--- src/rtl/ras_ckpt.sv ---
// Return address stack with a speculative copy updated at fetch and a committed copy
// updated at retire; a flush restores the speculative copy from the committed one.
module ras_ckpt #(
  parameter int unsigned DEPTH      = 16,
  parameter int unsigned ADDR_WIDTH = 32,
  localparam int unsigned PTR_W     = $clog2(DEPTH),
  localparam int unsigned CNT_W     = $clog2(DEPTH + 1)
) (
  input  logic                  clk,
  input  logic                  resetn,
  input  logic                  spec_push,
  input  logic                  spec_pop,
  input  logic [ADDR_WIDTH-1:0] spec_push_addr,
  input  logic                  commit_push,
  input  logic                  commit_pop,
  input  logic [ADDR_WIDTH-1:0] commit_push_addr,
  input  logic                  flush,
  output logic                  top_valid,
  output logic [ADDR_WIDTH-1:0] top_addr,
  output logic [CNT_W-1:0]      spec_count,
  output logic [CNT_W-1:0]      commit_count,
  output logic                  underflow
);

  localparam logic [CNT_W-1:0] CntMax = CNT_W'(DEPTH);
  localparam logic [PTR_W-1:0] PtrOne = PTR_W'(1);
  localparam logic [CNT_W-1:0] CntOne = CNT_W'(1);

  logic [ADDR_WIDTH-1:0] spec_ent_q [DEPTH];
  logic [ADDR_WIDTH-1:0] spec_ent_d [DEPTH];
  logic [ADDR_WIDTH-1:0] commit_ent_q [DEPTH];
  logic [ADDR_WIDTH-1:0] commit_ent_d [DEPTH];
  logic [PTR_W-1:0]      spec_top_q, spec_top_d, commit_top_q, commit_top_d;
  logic [CNT_W-1:0]      spec_cnt_q, spec_cnt_d, commit_cnt_q, commit_cnt_d;
  logic                  underflow_q, underflow_d;

  // Committed stack next state; also the restore source on flush.
  always_comb begin
    commit_ent_d = commit_ent_q;
    commit_top_d = commit_top_q;
    commit_cnt_d = commit_cnt_q;
    if (commit_push && (!commit_pop || commit_cnt_q == '0)) begin
      commit_top_d               = commit_top_q + PtrOne;
      commit_ent_d[commit_top_d] = commit_push_addr;
      if (commit_cnt_q != CntMax) commit_cnt_d = commit_cnt_q + CntOne;
    end else if (commit_push && commit_pop) begin
      commit_ent_d[commit_top_q] = commit_push_addr;
    end else if (commit_pop && commit_cnt_q != '0) begin
      commit_top_d = commit_top_q - PtrOne;
      commit_cnt_d = commit_cnt_q - CntOne;
    end
  end

  always_comb begin
    spec_ent_d  = spec_ent_q;
    spec_top_d  = spec_top_q;
    spec_cnt_d  = spec_cnt_q;
    underflow_d = 1'b0;
    if (flush) begin
      spec_ent_d = commit_ent_d;
      spec_top_d = commit_top_d;
      spec_cnt_d = commit_cnt_d;
    end else if (spec_push && (!spec_pop || spec_cnt_q == '0)) begin
      spec_top_d             = spec_top_q + PtrOne;
      spec_ent_d[spec_top_d] = spec_push_addr;
      if (spec_cnt_q != CntMax) spec_cnt_d = spec_cnt_q + CntOne;
    end else if (spec_push && spec_pop) begin
      spec_ent_d[spec_top_q] = spec_push_addr;
    end else if (spec_pop) begin
      if (spec_cnt_q != '0) begin
        spec_top_d = spec_top_q - PtrOne;
        spec_cnt_d = spec_cnt_q - CntOne;
      end else begin
        underflow_d = 1'b1;
      end
    end
  end

  always_ff @(posedge clk or negedge resetn) begin
    if (!resetn) begin
      for (int i = 0; i < DEPTH; i++) begin
        spec_ent_q[i]   <= '0;
        commit_ent_q[i] <= '0;
      end
      spec_top_q   <= '0;
      commit_top_q <= '0;
      spec_cnt_q   <= '0;
      commit_cnt_q <= '0;
      underflow_q  <= 1'b0;
    end else begin
      spec_ent_q   <= spec_ent_d;
      commit_ent_q <= commit_ent_d;
      spec_top_q   <= spec_top_d;
      commit_top_q <= commit_top_d;
      spec_cnt_q   <= spec_cnt_d;
      commit_cnt_q <= commit_cnt_d;
      underflow_q  <= underflow_d;
    end
  end

  assign top_addr     = spec_ent_q[spec_top_q];
  assign top_valid    = (spec_cnt_q != '0);
  assign spec_count   = spec_cnt_q;
  assign commit_count = commit_cnt_q;
  assign underflow    = underflow_q;

endmodule

--- config.mk ---
export PLATFORM = sky130hd
export DESIGN_NAME = ras_ckpt
export DESIGN_NICKNAME = d
export VERILOG_FILES = /design/src/rtl/ras_ckpt.sv
export SDC_FILE = /design/constraint.sdc
export NUM_CORES = 2
export LEC_CHECK = 0
export ABC_CLOCK_PERIOD_IN_PS = 7100
export BUFFER_PORTS_ARGS = -buffer_cell sky130_fd_sc_hd__buf_2
export CAP_MARGIN = 20
export CORE_UTILIZATION = 50
export CTS_BUF_LIST = sky130_fd_sc_hd__clkbuf_2
export CTS_CLUSTER_SIZE = 12
export DETAILED_ROUTE_END_ITERATION = 10
export PLACE_DENSITY_LB_ADDON = 0.25
export RECOVER_POWER = 50
export REMOVE_ABC_BUFFERS = 1
export SLEW_MARGIN = 20
export SYNTH_ARGS = -nofsm -noshare
export SYNTH_HDL_FRONTEND = slang
export SYNTH_SLANG_ARGS = --single-unit
--- constraint.sdc ---
create_clock -name clk -period 7.1 [get_ports clk]
set_input_delay 0.71 -clock clk [delete_from_list [all_inputs] [get_ports clk]]
set_output_delay 0.71 -clock clk [all_outputs]
set_load 0.01 [all_outputs]
# After elaboration in Yosys (flattened, before gate mapping)
# Cells that the tools add are included.
[totals]
in_bits = 71
wordCells = 126
output_inout_bits = 44
reg_bits = 1043
[classes]
magnitude_cmp = 8
muxes = 43
n_reduce_logical = 22
bitwise = 4
eq_ne = 4
addsub = 8
[op_table]
columns = ["op", "count"]
rows = [
  ["512-bit two-way mux", 5],
  ["512-bit bitwise mux", 4],
  ["32-bit demux with 4-bit select", 4],
  ["32-bit two-way mux", 6],
  ["32-bit binary-select mux with 4-bit select", 1],
  ["5-bit two-way mux", 10],
  ["4-bit two-way mux", 8],
  ["5-bit greater-or-equal comparator, second input constant", 4],
  ["5-bit by 1-bit less-than comparator with 1-bit output, second input constant", 4],
  ["4-bit NOT with 5-bit output", 4],
  ["5-bit by 1-bit adder with 5-bit output, second input constant", 2],
  ["5-bit logical NOT", 2],
  ["5-bit inequality test, second input constant", 2],
  ["5-bit nonzero test", 2],
  ["5-bit by 1-bit subtractor with 5-bit output, second input constant", 2],
  ["1-bit logical AND", 9],
  ["3-bit nonzero test", 3],
  ["4-bit by 1-bit adder with 4-bit output, second input constant", 2],
  ["4-bit by 1-bit subtractor with 4-bit output, second input constant", 2],
  ["1-bit two-way mux", 5],
  ["4-bit AND reduction", 1],
  ["3-bit by 2-bit inequality test with 1-bit output, second input constant", 1],
  ["3-bit inequality test, second input constant", 1],
  ["3-bit AND reduction", 1],
  ["2 further kinds", 4],
]

# Logic depth before layout (Yosys ltp)
[logic_depth]
word_depth = 9
ltp_mapped = 14
mapped_depth_nobuf = 11

# Worst setup path after synthesis
# No wires, ideal clock.
[synth_timing]
kind = "register to register"
startpoint = "register spec_top_q[0]"
endpoint = "register spec_ent_q[330] in the netlist's numbering"
path_stages_with_launch = 12
period_less_slack_ps = 3491
path_buffers = 4
path_slack_ps = 3609
arrival_ps = 3365
setup_time_ps = 126
required_time_ps = 6974
cell_sequence = "dfrtp_1 -> clkbuf_1 -> clkbuf_1 -> clkbuf_1 -> inv_1 -> ha_1 -> and3b_1 -> a21oi_1 -> o22ai_1 -> clkbuf_1 -> a22o_1 -> a221o_1"
[synth_via]
elab_chain_cells = 9
word_cells_on_any_way = 18
cone_classes = "add/sub: 1; order compare: 4; mux: 9; bitwise: 2; reduce/logical: 2"
[synth_rtl]
columns = ["item", "line_no", "source"]
rows = [
  ["from (decl)", "33", "logic [PTR_W-1:0] spec_top_q, spec_top_d, commit_top_q, commit_top_d;"],
  ["from (signal assigned)", "93", "spec_top_q <= spec_top_d;"],
  ["4-bit by 1-bit adder with 4-bit output / 4-bit NOT with 5-bit output (equally long branches)", "64, 68", ""],
  ["4-bit NOT with 5-bit output (implied by the code) (tied with other cells)", "65", "spec_ent_d[spec_top_d] = spec_push_addr;"],
  ["5-bit greater-or-equal comparator (implied by the code) (tied with other cells)", "65", ""],
  ["1-bit logical AND (implied by the code) / 32-bit two-way mux (equally long branches)", "65, 68", ""],
  ["32-bit two-way mux (implied by the code) / 32-bit demux with 4-bit select (equally long branches)", "65, 68", ""],
  ["32-bit demux with 4-bit select / 512-bit bitwise mux (equally long branches)", "65, 68", ""],
  ["512-bit bitwise mux / 512-bit two-way mux (equally long branches)", "65, 67", ""],
  ["512-bit two-way mux (*)", "63", "end else if (spec_push && (!spec_pop || spec_cnt_q == '0)) begin"],
  ["512-bit two-way mux (*)", "59", "if (flush) begin"],
  ["to (signal assigned)", "91", "spec_ent_q <= spec_ent_d;"],
  ["to (decl)", "29", "logic [ADDR_WIDTH-1:0] spec_ent_q [DEPTH];"],
]
# Mark *: on every way between the ends. The rest lies on a longest branch, timed or not. The select of a mux whose other input is x is not followed.
# A chain may end at the register's enable or synchronous reset.

# Final worst setup path
[layout_timing]
startpoint = "register spec_top_q[0]"
endpoint = "output port top_addr[26]"
[layout_via]
elab_chain_cells = 4
[layout_rtl]
columns = ["item", "line_no", "source"]
rows = [
  ["4-bit NOT with 5-bit output (implied by the code)", "101", "assign top_addr = spec_ent_q[spec_top_q];"],
  ["32-bit binary-select mux with 4-bit select", "101", ""],
  ["32-bit two-way mux (implied by the code) (2 in a row)", "101", ""],
  ["to (decl)", "19", "output logic [ADDR_WIDTH-1:0] top_addr,"],
]
# Every way passes these cells. The select of a mux whose other input is x is not followed.

==> flow_summary.toml <==
[status]
status = "complete, but fails checks"
violations = "capacitance limit, slew limit"

[layout]
fin_util = 0.5510
final_layout_size_suffix_gt1_frac = 0.2711
area_delta_synth_final_pct = 8.894
nets = 5127
final_cell_area_um2 = 61150

[clock_tree]
cts.path.max_buffers = 4
cts_root_buffer = "clkbuf_2"
postCtsHoldBufs = 118
cts.repair.resized = 0
clock-sinks = 1043
clkTransAtPathRegs_ns = 0.10
clock_latency_ns = 1.62
cts_tree = "done"
post_cts_buffers = 0
htreeDepth = 5
cts_made_buffers = 297

[critical_path]
worstPathArrival_ns = 5.25
cp-end-kind = "primary output"
path_max_fanout = 40
required_ns = 6.39
startpoint_type = "flop"
path_class = "reg -> out"

[power_and_ir_drop]
p_per_area_nw_per_um2 = 455.2
p_total_w = 0.02783
vdd_drop_max_v = 0.0003921
p_leak_nw = 27.09

[placement]
dp_hpwl_mm = 104.1
portBuffers = 114
place_area_um2 = 57550
place_congestion = 0.8739

[synth]
yosysTopAreaCell = "dfrtp_1"
synthTopCellsByArea = "dfrtp_1 (46%), mux2_2 (9.6%), mux2i_1 (6.8%)"
netlist_area_um2 = 56160
yosys-top-cells-count = "dfrtp_1 (1043), mux2_2 (479), clkbuf_1 (394)"
synth_edf_count = 0
yosys_register_bits = 1043
ys_seq_area_frac = 0.4648
syn_avg_cell_area_um2 = 11.37
synth.distinct_cells = 86
syn_inst = 4941
async_flop_share = 1.000
yosysMostFrequentCell = "dfrtp_1"
synthFlopType = "dfrtp_1"
netlist.area_leader.share = 0.4648
yosys_warnings = 0

[grt]
grt_overflow = 0
grt_pass1_wl_mm = 294.6
grt_max_degree = 173
antenna_found_initial = 8
grt_use_total = 0.3504
grt_pass1_vias = 44970

[timing]
clock.fmax_ghz = 0.1679
tightest_slew_ns = 4.911
fin_crit_sh = 0.8390
final-setup-viol-count = 0
min_period_ns = 5.957
finalClockSkew_ns = 0.1707
hold_viol = 0
rsz0062_at_grt = "false"
finalMaxSlewViolations = 1079
maxSlewHeadroom = -2.274

[detailed_routing]
firstDrtPassIters = 9
drtIter0Drc = 6069
drt.antenna.violating_nets = 0
vias = 45790
route.detailed.drc = 0
routed_via_density = 6.827
post_drt_wl_per_cell_um = 29.66
totalWireLength_mm = 198.9

[floorplan]
core_um2 = 111000
start_util = 0.5060
rows = 122
die_area_um2 = 113700
die_w_um = 337.1
die_y_um = 337.1
io_pins = 115

[min_path]
hp-class = "in -> reg"

[run]
drv_cap = 14
[path summary, 6_finish.rpt]
kind	from	endpoint	slack (ns)	depth (start not counted)
max	spec_top_q[0]	top_addr[26]	1.14	5
min	spec_push_addr[24]	spec_ent_q[280]	0.14	4
max reg2reg	spec_count[1]	spec_ent_q[301]	1.20	8
min reg2reg	commit_ent_q[437]	commit_ent_q[437]	0.49	2
max in group asynchronous	resetn	commit_ent_q[344]	1.46	4
min in group asynchronous	resetn	commit_ent_q[449]	1.84	4
[cell usage in the layout (no fill, tap or decap), types with 79 or more instances in the layout]
cell type	synthesis	layout
mux2i_1	384	384
dlygate4sd3_1	0	117
nor2_1	145	138
dfrtp_1	1043	1039
clkbuf_2	0	432
a2111oi_0	161	161
buf_2	83	107
mux2_2	479	479
inv_1	209	208
nand2b_1	232	230
buf_4	17	79
mux4_2	160	160
nor3_1	139	138
nand2_1	311	307
o22ai_1	231	228
[worst max-delay path: stages (launching register included)]
cell	delay [ns]
dfrtp_4	0.98
buf_4	0.65
buf_4	0.68
mux4_2	0.60
mux4_2	0.55
buf_2	0.17
[per-stage QoR]
stage | instances | setup slack [ns] | hold WS [ns] | TNS, ns
2_1_floorplan | 4409 | -2.462 | 0.4144 | -750.33
3_3_place_gp | 6108 | 2.590 | 0.4572 | 0
3_5_place_dp | 6108 | 2.489 | 0.4637 | 0
4_1_cts | 6698 | 0.9136 | 0.003807 | 0
5_1_grt | 6702 | 0.6576 | 0.07815 | 0
6_report | 6707 | 1.143 | 0.1362 | 0
[flip-flops by register name, summed over array words and instances (netlist names)]
register / flops
commit_ent_q: 512
spec_top_q: 4
underflow: 1
commit_top_q: 4
commit_count: 5
spec_count: 5
spec_ent_q: 512
[cell families (layout without fill, tap and decap cells)]
group                      count (synthesis)  after routing  synth area share
AOI/OAI and AO/OA                        981            981            0.1391
xor gates and xnor gates                  13             13          0.002028
adders and majority gates                 17             17          0.003788
buffers and inverters                    742           1013           0.05492
DFF                                     1043           1043            0.4648
muxes                                   1063           1063            0.2367
other                                      0              7                 0
and+or+nand+nor                         1082           1082           0.09873
[report_power, final]
group,switching (W),leakage (nW),internal (W)
logic,0.00677,12.7,0.00587
registers,0.00190,12.4,0.00885
clock network,0.00262,1.96,0.00183
total,0.0113,27.1,0.0165
[area by class of cell]
cell class              count  area (um^2)
well taps                1488         1862
repair buffers            331         2559
clock inverters            44        351.6
flip-flops and latches   1043        26120
inverters                 210        795.8
clock buffers             428         2142
diodes                      7        17.52
multi-input cells        3156        27310
fillers                  9661        49820
[layer usage]
metal,share of wire,global-route usage
met4,0.051,0.1758
met3,0.12,0.1110
met5,0.00055,0.006383
met2,0.44,0.5187
met1,0.39,0.4626
No activity file was read; power rests on OpenSTA's default activity.
